==> config.mk <==
export PLATFORM = sky130hd
export DESIGN_NAME = mv_stream_loader
export DESIGN_NICKNAME = d
export VERILOG_FILES = /design/src/rtl/mv_stream_loader.sv
export SDC_FILE = /design/constraint.sdc
export NUM_CORES = 1
export LEC_CHECK = 0
export CORE_ASPECT_RATIO = 0.7
export CORE_UTILIZATION = 35
export CTS_CLUSTER_DIAMETER = 80
export CTS_CLUSTER_SIZE = 30
export DETAILED_ROUTE_END_ITERATION = 8
export PLACE_DENSITY = 0.69
export SETUP_SLACK_MARGIN = 0.1
export SLEW_MARGIN = 10
export SYNTH_ARGS = -nofsm -noshare
export SYNTH_HDL_FRONTEND = slang
export SYNTH_SLANG_ARGS = --single-unit
==> constraint.sdc <==
create_clock -name aclk -period 10.7 [get_ports aclk]
set_input_delay 3.21 -clock aclk [delete_from_list [all_inputs] [get_ports aclk]]
set_output_delay 3.21 -clock aclk [all_outputs]
set_load 0.01 [all_outputs]
==> src/rtl/mv_stream_loader.sv <==
// mv_stream_loader
//
// Front end of the matrix-vector engine. A 16-bit element stream (vector
// first, then the matrix row-major) is packed two elements per 32-bit BRAM
// word in the half-word layout the compute controller expects. After a
// correctly framed load it pulses pe_start. It then waits for pe_done and
// streams the N 32-bit results (BRAM words 0..N-1) out on an AXI-Stream
// master.
//
// The BRAM port is driven only while loading or draining; bram_own tells the
// surrounding mux when this block owns it.
//
// Ports
//   aclk, aresetn          clock, synchronous active-low reset
//   s_axis_*               element input stream (tlast on element N*N+N-1)
//   bram_addr/wrdata/we    BRAM port (byte address), 1-cycle read latency
//   bram_rddata            BRAM read data
//   bram_own               high while this block drives the BRAM port
//   pe_start / pe_done     handshake with the compute controller
//   m_axis_*               result output stream (tlast on result N-1)
//   busy                   not idle
//   err                    sticky framing error, cleared by the next load
module mv_stream_loader #(
  parameter int VECTOR_SIZE = 64,
  parameter int ELEM_WIDTH  = 16
) (
  input  logic                      aclk,
  input  logic                      aresetn,
  input  logic [ELEM_WIDTH-1:0]     s_axis_tdata,
  input  logic                      s_axis_tvalid,
  output logic                      s_axis_tready,
  input  logic                      s_axis_tlast,
  output logic [31:0]               bram_addr,
  output logic [2*ELEM_WIDTH-1:0]   bram_wrdata,
  output logic [3:0]                bram_we,
  input  logic [2*ELEM_WIDTH-1:0]   bram_rddata,
  output logic                      bram_own,
  output logic                      pe_start,
  input  logic                      pe_done,
  output logic [2*ELEM_WIDTH-1:0]   m_axis_tdata,
  output logic                      m_axis_tvalid,
  input  logic                      m_axis_tready,
  output logic                      m_axis_tlast,
  output logic                      busy,
  output logic                      err
);

  localparam int N         = VECTOR_SIZE;
  localparam int NUM_ELEMS = N * N + N;
  localparam int E_W       = $clog2(NUM_ELEMS);
  localparam int R_W       = (N > 1) ? $clog2(N) : 1;

  localparam logic [31:0]    N_U      = 32'(N);
  localparam logic [31:0]    HALF_V   = 32'(N / 2);
  localparam logic [31:0]    HALF_M   = 32'(N * N / 2);
  localparam logic [E_W-1:0] E_LAST   = E_W'(NUM_ELEMS - 1);
  localparam logic [R_W-1:0] R_LAST   = R_W'(N - 1);

  typedef enum logic [2:0] {
    ST_IDLE,
    ST_LOAD,
    ST_START,
    ST_WAIT,
    ST_DRAIN,
    ST_RDWAIT
  } state_t;

  state_t                  state_q, state_d;
  logic [E_W-1:0]          e_q, e_d;
  logic [R_W-1:0]          r_q, r_d;
  logic                    err_q, err_d;
  logic [2*ELEM_WIDTH-1:0] tdata_q, tdata_d;
  logic                    tvalid_q, tvalid_d;

  logic                    in_accept;
  logic [E_W-1:0]          e_cur;
  logic [31:0]             e_ext;
  logic [31:0]             j_ext;
  logic [31:0]             word_idx;
  logic                    high_half;
  logic                    beat_final;

  // Element index of the beat currently offered. The first beat taken in
  // IDLE is always element 0, so the counter value left over from a previous
  // (possibly aborted) load never matters.
  always_comb begin
    s_axis_tready = aresetn && ((state_q == ST_IDLE) || (state_q == ST_LOAD));
    in_accept     = s_axis_tvalid && s_axis_tready;
    e_cur         = (state_q == ST_IDLE) ? '0 : e_q;
    beat_final    = (e_cur == E_LAST);
  end

  // Element -> (word, half) mapping. The vector occupies words 0..N/2-1 with
  // v[i] and v[i+N/2] sharing a word; the matrix follows with m[j] and
  // m[j+N*N/2] sharing a word. Done with compares and subtracts so no
  // divider is needed for non-power-of-two sizes.
  always_comb begin
    e_ext     = 32'(e_cur);
    j_ext     = e_ext - N_U;
    word_idx  = '0;
    high_half = 1'b0;
    if (e_ext < N_U) begin
      if (e_ext < HALF_V) begin
        word_idx  = e_ext;
        high_half = 1'b1;
      end else begin
        word_idx  = e_ext - HALF_V;
        high_half = 1'b0;
      end
    end else begin
      if (j_ext < HALF_M) begin
        word_idx  = HALF_V + j_ext;
        high_half = 1'b1;
      end else begin
        word_idx  = HALF_V + j_ext - HALF_M;
        high_half = 1'b0;
      end
    end
  end

  // BRAM port and status outputs
  always_comb begin
    bram_own    = ((state_q == ST_IDLE) && in_accept) || (state_q == ST_LOAD) ||
                  (state_q == ST_DRAIN) || (state_q == ST_RDWAIT);
    bram_addr   = '0;
    bram_we     = '0;
    bram_wrdata = '0;
    if ((state_q == ST_DRAIN) || (state_q == ST_RDWAIT)) begin
      bram_addr = 32'(r_q) << 2;
    end else if (bram_own) begin
      bram_addr = word_idx << 2;
    end
    if (in_accept) begin
      if (high_half) begin
        bram_we     = 4'b1100;
        bram_wrdata = {s_axis_tdata, {ELEM_WIDTH{1'b0}}};
      end else begin
        bram_we     = 4'b0011;
        bram_wrdata = {{ELEM_WIDTH{1'b0}}, s_axis_tdata};
      end
    end
    pe_start      = (state_q == ST_START);
    busy          = (state_q != ST_IDLE);
    err           = err_q;
    m_axis_tdata  = tdata_q;
    m_axis_tvalid = tvalid_q;
    m_axis_tlast  = tvalid_q && (r_q == R_LAST);
  end

  // Next-state logic
  always_comb begin
    state_d  = state_q;
    e_d      = e_q;
    r_d      = r_q;
    err_d    = err_q;
    tdata_d  = tdata_q;
    tvalid_d = tvalid_q;
    case (state_q)
      ST_IDLE, ST_LOAD: begin
        if (in_accept) begin
          if (state_q == ST_IDLE) begin
            err_d = 1'b0;
          end
          e_d = e_cur + 1'b1;
          if (beat_final && s_axis_tlast) begin
            state_d = ST_START;
          end else if (beat_final || s_axis_tlast) begin
            // Framing error: the beat has already been written, abandon load.
            err_d   = 1'b1;
            state_d = ST_IDLE;
          end else begin
            state_d = ST_LOAD;
          end
        end
      end
      ST_START: begin
        state_d = ST_WAIT;
      end
      ST_WAIT: begin
        if (pe_done) begin
          r_d     = '0;
          state_d = ST_DRAIN;
        end
      end
      ST_DRAIN: begin
        state_d = ST_RDWAIT;
      end
      ST_RDWAIT: begin
        // First RDWAIT cycle captures the read data; the state then holds
        // the registered word until the consumer takes it.
        if (!tvalid_q) begin
          tdata_d  = bram_rddata;
          tvalid_d = 1'b1;
        end else if (m_axis_tready) begin
          tvalid_d = 1'b0;
          if (r_q == R_LAST) begin
            state_d = ST_IDLE;
          end else begin
            r_d     = r_q + 1'b1;
            state_d = ST_DRAIN;
          end
        end
      end
      default: begin
        state_d = ST_IDLE;
      end
    endcase
  end

  always_ff @(posedge aclk) begin
    if (!aresetn) begin
      state_q  <= ST_IDLE;
      e_q      <= '0;
      r_q      <= '0;
      err_q    <= 1'b0;
      tdata_q  <= '0;
      tvalid_q <= 1'b0;
    end else begin
      state_q  <= state_d;
      e_q      <= e_d;
      r_q      <= r_d;
      err_q    <= err_d;
      tdata_q  <= tdata_d;
      tvalid_q <= tvalid_d;
    end
  end

endmodule

======== Word-level counts from Yosys, hierarchy flattened ========
Cells that the tools add are included.
cells by class
  reductions and logical operators ........ 19
  muxes and demuxes ....................... 31
  multipliers ............................. 0
  eq/ne operators ......................... 12
  bitwise logic cells ..................... 1
  add/subtract/negate cells ............... 6
  shift operators ......................... 0
  div/mod/pow operators ................... 0
  $lt $le $gt $ge ......................... 3
operator list
  operator                                               number
  2-to-1 mux 32 bit                                      4
  2-to-1 mux 30 bit                                      3
  < comparator 32 x 12 -> 1 bit (second input constant)  1
  2-to-1 mux 6 bit                                       4
  subtractor 15 x 13 -> 16 bit (second input constant)   1
  adder 7 x 14 -> 15 bit (first input constant)          1
  2-to-1 mux 3 bit                                       5
  case mux 3 bit (5 select lines)                        1
  subtractor 13 x 6 -> 14 bit (second input constant)    1
  subtractor 13 x 7 -> 14 bit (second input constant)    1
  adder 13 x 1 -> 13 bit (second input constant)         1
  == test 13 bit (second input constant)                 1
  < comparator 13 x 6 -> 1 bit (second input constant)   1
  < comparator 13 x 7 -> 1 bit (second input constant)   1
  2-to-1 mux 13 bit                                      1
  case mux 6 bit (2 select lines)                        1
  inequality test 2 bit (second input constant)          5
  2-to-1 mux 1 bit                                       9
  2-to-1 mux 4 bit                                       2
  adder 6 x 1 -> 6 bit (second input constant)           1
  == test 3 x 2 -> 1 bit (second input constant)         2
  == test 3 bit (second input constant)                  2
  == test 6 bit (second input constant)                  1
  logical OR 1 bit                                       6
  other kinds (11)                                       16
storage, ports and cells
  bits in writable memories ............... 0
  memories ................................ 0
  bits in read-only memories .............. 0
  latch bits .............................. 0
  word-level logic and storage cells ...... 78
  input bits .............................. 54
  bits in registers ....................... 56

======== Logic depth before layout (Yosys ltp) ========
Gate-level depths: netlist of run 1.
  depth after elaboration ................. 10
  gate-level depth with buffers ........... 16

======== Worst setup path before layout of run 1 ========
Ideal clock, no wire load.
  path kind ............................... input to output
  from .................................... input port s_axis_tvalid
  to ...................................... output port bram_wrdata[22]
  slack ................................... 3.111 ns
  stages .................................. 6
  data arrival time ....................... 4.379 ns
  cells stage by stage .................... nand2_1 -> or3_2 -> buf_2 -> a21oi_4 -> buf_6 -> and2_2
between the ends
  longest elaborated chain between the ends .. 2
RTL lines
  what               line  RTL
  start, declared    30    input logic s_axis_tvalid,
  logical AND 1 bit  88    in_accept = s_axis_tvalid && s_axis_tready;
  2-to-1 mux 32 bit  133   if (in_accept) begin
  end, declared      34    output logic [2*ELEM_WIDTH-1:0] bram_wrdata,
No other way between the ends.

======== Final worst setup path of run 1 ========
  from .................................... input port s_axis_tvalid
  to ...................................... output port bram_wrdata[29]
Same word-level chain as after synthesis.

==> reports/qor.csv, run 1 <==
metric;value;unit
start_util;36.5;%
io_pins;161;
status;finished clean;
fillCellCount;915;
dp_hpwl;7620;µm
finalSetupViolCount;0;
clk_latency;0.29;ns
hold_violations;0;
yosys_register_bits;56;
syn_area;3590;µm²
critical_path.cell_chain;clkdlybuf4s50_1 -> nand2_1 -> or3_2 -> a21oi_4 -> and2_2 -> clkdlybuf4s50_1;
htreeDepth;2;
row_count;30;
synthCells;469;
routed_wl;10200;µm
crit_buf_inv;2;
synth_top_area_share;31.2;%
dieWidth;123;µm
totalNegativeSetupSlack;0;ns
core_area;9830;µm²
cts-hold-fix-buffers;0;
p_total;0.000428;W
die_height;86.7;µm
drt_first_pass_iters;4;
cts_resized;0;
ys_seq_area_share;31.2;%
cts.sinks;56;
skew;0.00511;ns
power_density;82.4;nW/µm²
tightest_slew;1.21;ns
tritoncts;done;
synth_ff_type;dfxtp_1;
syn-mean-instance-area;7.65;µm²
cts_buffer_depth;2;
syn_to_final_growth;44.9;%
synth.distinct_cells;59;
required;7.49;ns
yosysTopAreaCell;dfxtp_1;
clkTransAtPathRegs;0.07;ns
rsz0062_at_grt;false;
peakVddDrop;0.0513;mV
vias;3684;
seq_area;1120;µm²
grt_pass1_vias;3386;
clockRootBuffer;clkbuf_16;
hold_depth;2;
layout.nets;645;
overflow;0;
layout-drive-gt1-share;8.19;%
cp-start-kind;input port;
multi_input_area;2130;µm²
postRouteAntennaNets;0;
max_slew_margin;19.6;%
cellLeakagePower;1.85;nW
cpMaxStageDelayCell;or3_2;
synth_area_leaders;dfxtp_1 (31%), nand2_1 (9.5%), a21boi_0 (7.3%);
drt_iter0_markers;178;
cts_buffers;5;
async_reset_ff_share;0;%
wl_per_cell;14.3;µm
gp_congestion;0.869;
crit_path_max_fanout;18;
ys_warn_count;0;
drc;0;
post_cts_buffers;0;
synthTopCellsByCount;nand2_1 (91), dfxtp_1 (56), a21boi_0 (35);
reg2regPathDepth;10;
worstPathArrival;5.56;ns
max-cap-violations;0;
worstSetupEndpointType;output port;
post-route-period-util;82.0;%
vias_per_cell;5.16;
min_path_type;reg2reg;
worstSetupPathType;in2out;
synth_edf_count;0;
diodes;0;
grt_pass1_wl;16700;µm
antenna_found_initial;0;
path_common_cell;clkdlybuf4s50_1;
cp_num_cells;6;
yosysMostFrequentCell;nand2_1;
fmax;0.114;GHz
grt_max_degree;59;
die_area;10700;µm²
final_max_slew_viol_count;0;
critPathMaxStageDelay;0.56;ns
grtUsageTotal;19.7;%
port_buffers;158;
fin_util;52.9;%
crit_family;buffers and inverters;
period_minus_slack;8.77;ns
==> worst reg2reg max path, stage by stage (launching register included) <==
cell     delay (ns)
dfxtp_1        0.75
nor3_1         0.09
buf_4          0.21
inv_1          0.42
and2_1         0.22
ha_1           0.20
nand3_1        0.14
nor3_2         0.41
nor4b_2        0.50
nor3_1         0.11
o21a_1         0.18
==> registers in the layout, summed over array words and instances, names as in the netlist <==
register       count
e_q               13
err                1
m_axis_tdata      32
m_axis_tvalid      1
r_q                6
state_q            3
==> path summary, 6_finish.rpt <==
check / start / end / slack, ns
hold reg to reg: m_axis_tdata[22] / m_axis_tdata[22] / 0.46
hold / removal: m_axis_tdata[22] / m_axis_tdata[22] / 0.46
setup / recovery: s_axis_tvalid / bram_wrdata[29] / 1.93
setup reg to reg: state_q[2] / state_q[0] / 7.37
==> cells in the final DEF, fill, tap and decap left out, types with 3 or more instances in the layout <==
cell             synthesis  routed
clkdlybuf4s50_1          0     158
nand2_1                 91      91
dfxtp_1                 56      56
a21boi_0                35      35
nor2_1                  21      20
o21ai_0                 20      20
a21oi_1                 19      19
and3_1                  16      16
and2_2                  16      16
nand3_1                 15      15
and2_1                  12      12
and3_2                   8       8
inv_1                    7       7
nor3_1                   6       6
nand2b_1                 6       6
nand4_1                  6       6
ha_1                     6       6
or3_1                    5       5
xor2_1                   5       5
o21a_1                   5       5
clkbuf_16                0       5
o31ai_1                  4       4
nor4_1                   4       4
xnor2_1                  4       4
a22oi_1                  4       4
nand3b_1                 4       4
buf_4                   18       4
a311oi_1                 3       3
a31oi_1                  3       3
nor2b_1                  3       3
==> cell families after synthesis <==
logic type | synth area share [%]
other | 0.105
buffers and inverters | 9.69
AO/OA/AOI/OAI | 20.5
AND/OR/NAND/NOR | 33.9
XOR/XNOR | 2.20
flip-flops | 31.2
adder cells (fa/ha/maj) | 2.37
==> report_power, final <==
part / internal [W] / switching [W]
clock: 0.0000935 / 0.0000765
sequential: 0.000209 / 0.00000145
combinational: 0.0000299 / 0.0000177
==> stage by stage <==
step                      hold slack (ns)  instances  area (µm²)  setup slack, ns
final                               0.463        714        5200             1.93
after global routing                0.488        714        5200             1.82
after floorplan                     0.454        470        3590             3.11
after global placement              0.450        706        5040             2.02
after detailed placement            0.456        706        5040             1.95
after CTS                           0.467        714        5190             1.94
==> cell type report <==
class,instances,area share (%)
Clock inverter,1,0.144
Multi-Input combinational cell,353,41.0
Sequential cell,56,21.6
Inverter,7,0.505
Clock buffer,7,2.74
Timing Repair Buffer,162,31.0
Tap cell,128,3.08
==> per-layer routing <==
layer | GRT usage (%) | wire, µm
met5 | 0 | 0
met4 | 5.48 | 110
met3 | 3.68 | 762
met2 | 33.1 | 4810
met1 | 25.6 | 4540
No activity file was read; power rests on OpenSTA's default activity.
==> run 2: changes to the inputs <==
--- a/config.mk
+++ b/config.mk
@@ -10,7 +10,7 @@
 export CTS_CLUSTER_DIAMETER = 80
 export CTS_CLUSTER_SIZE = 30
 export DETAILED_ROUTE_END_ITERATION = 8
-export PLACE_DENSITY = 0.69
+export PLACE_DENSITY = 0.72
 export SETUP_SLACK_MARGIN = 0.1
 export SLEW_MARGIN = 10
 export SYNTH_ARGS = -nofsm -noshare
==> constraint.sdc (replaced) <==
create_clock -name aclk -period 7.9 [get_ports aclk]
set_input_delay 2.37 -clock aclk [delete_from_list [all_inputs] [get_ports aclk]]
set_output_delay 2.37 -clock aclk [all_outputs]
set_load 0.01 [all_outputs]
==> run 2 against run 1 <==
Net effect: hold slack gained 0.0028 ns; first-iteration DRC count shrank 5.1%; clock skew is essentially flat; critical path type unchanged; highest routed layer unchanged; cell count grew 0.28%; die area is the same; clock power grew 86%; worst setup slack lost 1.1 ns.
==> reports/qor.csv, run 2 (synthesis results as in run 1) <==
metric;value;unit;change
status;finished clean;;
clkPwrFrac;47.5;%;+7.8 points
cellLeakagePower;1.90;nW;+2.4%
critical_path.cell_chain;clkdlybuf4s50_1 -> nand2_1 -> or3_2 -> a21oi_4 -> and2_2 -> clkdlybuf4s50_1;;
clockRootBuffer;clkbuf_16;;
path_common_cell;clkdlybuf4s50_1;;
post-route-period-util;89.5;%;
max-cap-violations;0;;unchanged
clk_latency;0.29;ns;about the same
intPower;0.000538;W;+62%
cts-hold-fix-buffers;0;;unchanged
start_util;36.5;%;unchanged
drt_first_pass_iters;4;;unchanged
seq_power_share;42.8;%;-6.4 points
gp_congestion;0.886;;+2.0%
peakVddDrop;0.0875;mV;+71%
dp.cells;708;;+0.28%
cts_resized;0;;unchanged
layout_common_cells;clkdlybuf4s50_1 (158), nand2_1 (91), dfxtp_1 (56);;
finalSetupViolCount;0;;unchanged
grt_pass1_wl;16200;µm;-2.9%
tritoncts;done;;
cpMaxStageDelayCell;or3_2;;
grt_pass1_vias;3359;;-0.80%
grtUsageTotal;19.0;%;-0.67 points
min_path_type;reg2reg;;
worstSetupPathType;in2out;;
clkTransAtPathRegs;0.07;ns;about the same
layout.nets;647;;+0.31%
grt_max_degree;59;;unchanged
io_pins;161;;unchanged
vias;3648;;-0.98%
max_slew_margin;51.3;%;+32 points
overflow;0;;unchanged
skew;0.00498;ns;-0.000128 ns
die_area;10700;µm²;unchanged
totalNegativeSetupSlack;0;ns;unchanged
routed_wl;10300;µm;+0.49%
post_cts_buffers;0;;unchanged
r2r_slack;4.62;ns;-2.75 ns
power_switching;0.000129;W;+35%
power_density;126;nW/µm²;+53%
drc;0;;unchanged
cts.sinks;56;;unchanged
vias_per_cell;5.09;;-1.3%
p_comb_share;9.7;%;-1.4 points
dp_hpwl;7670;µm;+0.64%
final_common_cell;clkdlybuf4s50_1;;
crit_family;buffers and inverters;;
tightest_slew;0.729;ns;-0.476 ns
core_area;9830;µm²;unchanged
drt_iter0_markers;169;;-5.1%
die_height;86.7;µm;unchanged
hold_violations;0;;unchanged
largest_reg_flops;32;;unchanged
dieWidth;123;µm;unchanged
worstPathArrival;4.70;ns;-0.86 ns
cts_buffer_depth;2;;unchanged
port_buffers;158;;unchanged
fmax;0.142;GHz;
htreeDepth;2;;unchanged
crit_buf_inv;2;;unchanged
final_max_slew_viol_count;0;;unchanged
diodes;0;;unchanged
postRouteAntennaNets;0;;unchanged
cts_buffers;5;;unchanged
final_cells;716;;+0.28%
antenna_found_initial;0;;unchanged
switching_share;19.4;%;-3.0 points
layout-drive-gt1-share;8.84;%;+0.65 points
period_minus_slack;7.07;ns;
crit_path_max_fanout;18;;unchanged
row_count;30;;unchanged
rsz0062_at_grt;false;;
wl_per_cell;14.3;µm;+0.21%
critPathMaxStageDelay;0.56;ns;about the same
syn_to_final_growth;47.2;%;
required;5.53;ns;-1.96 ns
worstSetupEndpointType;output port;;
cp-start-kind;input port;;
-- run 2: changes by cell type in the layout (fill, tap and decap cells not counted) --
cell        change
bufinv_16       +3
buf_4           +2
clkbuf_1        -1
clkbuf_8        -1
clkinvlp_4      -1
nand2b_1        -1
nand2b_2        +1
-- run 2: routing by layer --
metal,up-vias,share of wire [%],GRT usage [%]
met2,113,46,33.2
li1,1837,-,-
met5,-,0,0
met1,1689,47,24.4
met4,0,0.89,4.16
met3,9,6.1,3.22
-- run 2: worst min-delay path, delay by kind of cell, from the launching register on --
kind / cells / cell delay (ns)
AO/OA/AOI/OAI: 1 / 0.06
AND/OR/NAND/NOR: 1 / 0.05
flip-flops: 1 / 0.31
-- run 2: area by class of cell --
cell class                 count  area, µm²
tap                          128        160
fill                         916       4550
clock buffer                   5        125
clock inverter                 3       90.1
multi-input combinational    353       2130
timing repair buffer         164       1630
inverter                       7       26.3
sequential                    56       1120
-- run 2: power by group through the flow --
stage | sequential (W) | combinational [W] | clock [W]
2_1_floorplan | 0.000291 | 0.0000241 | 0
3_3_place_gp | 0.000292 | 0.0000639 | 0
3_5_place_dp | 0.000292 | 0.0000646 | 0
4_1_cts | 0.000285 | 0.0000649 | 0.000325
5_1_grt | 0.000286 | 0.0000697 | 0.000338
6_report | 0.000285 | 0.0000646 | 0.000317
-- run 2: worst paths after layout --
check,end,cells past startpoint,start
worst max-delay path,bram_wrdata[25],6,s_axis_tvalid
worst max register to register,state_q[0],11,state_q[2]
worst min register to register,m_axis_tdata[19],2,m_axis_tdata[19]
worst min-delay path,m_axis_tdata[19],2,m_axis_tdata[19]
-- run 2: through the flow --
step / setup slack, ns / hold WS (ns) / utilization, % / instance area, µm² / power (W)
after floorplan: 1.99 / 0.454 / - / 3590 / 0.000315
after global placement: 0.912 / 0.451 / 51.5 / 5060 / 0.000356
after detailed placement: 0.850 / 0.460 / 51.5 / 5060 / 0.000357
after CTS: 0.847 / 0.469 / 53.6 / 5280 / 0.000675
after global routing: 0.679 / 0.488 / 53.7 / 5280 / 0.000693
final: 0.833 / 0.466 / 53.7 / 5280 / 0.000667
==> run 3: changes to the inputs <==
--- a/config.mk
+++ b/config.mk
@@ -5,6 +5,7 @@
 export SDC_FILE = /design/constraint.sdc
 export NUM_CORES = 1
 export LEC_CHECK = 0
+export CAP_MARGIN = 20
 export CORE_ASPECT_RATIO = 0.7
 export CORE_UTILIZATION = 35
 export CTS_CLUSTER_DIAMETER = 80
==> run 3 against run 2 <==
Net effect: sequential cell count did not move; critical endpoint is now bram_wrdata[26]; design area rose by 0.43%; sequential share of layout area fell by 0.090 points; highest routed layer unchanged; core utilization rose by 0.23 points; sequential power barely moved; cell count rose by 0.28%; hold slack got worse by 0.00096 ns; via count rose by 1.5%; non-clock buffer count rose by 2.
==> reports/qor.csv, run 3 (synthesis results as in run 1) <==
metric;value;unit;change
wl_per_cell;14.1;µm;-1.3%
rr_startpoint;state_q[2];;
dp_hpwl;7660;µm;about the same
reg2reg_to;state_q[0];;
io_pins;161;;unchanged
critPathLaunch;s_axis_tvalid;;
dieWidth;123;µm;unchanged
layout.nets;649;;+0.31%
worstPathArrival;4.69;ns;about the same
max-cap-violations;0;;unchanged
row_count;30;;unchanged
antenna_found_initial;0;;unchanged
dp_slack;0.853;ns;+0.00335 ns
final_max_slew_viol_count;0;;unchanged
cp-start-kind;input port;;
cts_buffer_depth;2;;unchanged
layout-drive-gt1-share;8.98;%;+0.14 points
final_common_cell;clkdlybuf4s50_1;;
die_height;86.7;µm;unchanged
peakVddDrop;0.0897;mV;+2.6%
die_area;10700;µm²;unchanged
clk_latency;0.29;ns;about the same
start_util;36.5;%;unchanged
max_slew_margin;53.5;%;+2.3 points
clockRootBuffer;clkbuf_16;;
largest_reg_flops;32;;unchanged
rsz0062_at_grt;false;;
placed_area;5090;µm²;+0.59%
min_path_type;reg2reg;;
cellLeakagePower;1.91;nW;+0.75%
reg2regPathDepth;11;;unchanged
drc;0;;unchanged
cts.sinks;56;;unchanged
drt_iter0_markers;224;;+33%
vias_per_cell;5.16;;+1.3%
grt_pass1_vias;3287;;-2.1%
overflow;0;;unchanged
status;finished clean;;
r2r_slack;4.65;ns;+0.03 ns
worstSetupEndpointType;output port;;
grt_max_degree;59;;unchanged
diodes;0;;unchanged
cts_resized;0;;unchanged
tritoncts;done;;
cp-endpoint;bram_wrdata[26];;
worstSetupPathType;in2out;;
syn_to_final_growth;47.8;%;
layout_common_cells;clkdlybuf4s50_1 (158), nand2_1 (91), dfxtp_1 (56);;
skew;0.00246;ns;-0.00252 ns
seq_power_share;42.9;%;about the same
grt_pass1_wl;16000;µm;-0.77%
fmax;0.142;GHz;about the same
p_comb_share;9.7;%;about the same
post_cts_buffers;0;;unchanged
intPower;0.000538;W;about the same
drt_first_pass_iters;4;;unchanged
clkTransAtPathRegs;0.07;ns;about the same
hold_violations;0;;unchanged
vias;3704;;+1.5%
postRouteAntennaNets;0;;unchanged
power_switching;0.000127;W;-1.5%
final_cell_area;5310;µm²;+0.43%
tightest_slew;0.696;ns;-0.0336 ns
finalSetupViolCount;0;;unchanged
period_minus_slack;7.06;ns;-0.00317 ns
routed_wl;10200;µm;-1.1%
power_density;125;nW/µm²;-0.71%
core_area;9830;µm²;unchanged
post-route-period-util;89.4;%;about the same
totalNegativeSetupSlack;0;ns;unchanged
clkPwrFrac;47.4;%;about the same
gp_congestion;0.886;;unchanged
fin_ws;0.837;ns;+0.00318 ns
grtUsageTotal;18.9;%;-0.079 points
switching_share;19.1;%;-0.23 points
cts-hold-fix-buffers;0;;unchanged
cts_buffers;5;;unchanged
port_buffers;158;;unchanged
required;5.53;ns;about the same
crit_path_max_fanout;18;;unchanged
htreeDepth;2;;unchanged
## run 3: through the flow
stage	power [W]	hold WS, ns	util, %	instances
2_1_floorplan	0.000315	0.454	-	470
3_3_place_gp	0.000356	0.451	51.5	708
3_5_place_dp	0.000357	0.460	51.8	710
4_1_cts	0.000676	0.467	53.9	718
5_1_grt	0.000692	0.488	53.9	718
6_report	0.000665	0.465	53.9	718
## run 3: critical path, stage by stage
cell	delay [ns]
clkdlybuf4s50_1	0.49
nand2_1	0.18
or3_2	0.56
a21oi_4	0.35
and2_2	0.21
clkdlybuf4s50_1	0.53
## run 3: cell type report
type	count	area, µm²
clock inverter	3	90.1
timing repair buffer	166	1660
tap	128	160
sequential	56	1120
multi-input combinational	353	2130
inverter	7	26.3
clock buffer	5	125
fill	898	4530
## run 3: worst min path at each step
stage,end,cells after the start,start,slack (ns)
after floorplan,e_q[0],1,e_q[0],0.45
after global placement,m_axis_tdata[19],2,m_axis_tdata[19],0.45
after detailed placement,m_axis_tdata[25],2,m_axis_tdata[25],0.46
after CTS,m_axis_tdata[19],2,m_axis_tdata[19],0.47
after global routing,m_axis_tdata[25],2,m_axis_tdata[25],0.49
final,m_axis_tdata[19],2,m_axis_tdata[19],0.46
## run 3: power by group through the flow
| stage | Clock [W] | Combinational (W) | Sequential (W) |
|---|---|---|---|
| 3_3_place_gp | 0 | 0.0000639 | 0.000292 |
| 4_1_cts | 0.000326 | 0.0000648 | 0.000285 |
| 6_report | 0.000315 | 0.0000646 | 0.000285 |
| 5_1_grt | 0.000337 | 0.0000698 | 0.000285 |
| 3_5_place_dp | 0 | 0.0000646 | 0.000292 |
| 2_1_floorplan | 0 | 0.0000241 | 0.000291 |
## run 3: layer usage
layer / GRT usage, % / part of all wire, % / wire (µm) / up-vias
li1: - / - / - / 1840
met1: 24.6 / 45 / 4550 / 1707
met2: 32.6 / 47 / 4760 / 144
met3: 3.16 / 7.1 / 726 / 13
met4: 4.60 / 1.2 / 120 / 0
met5: 0 / 0 / 0 / -
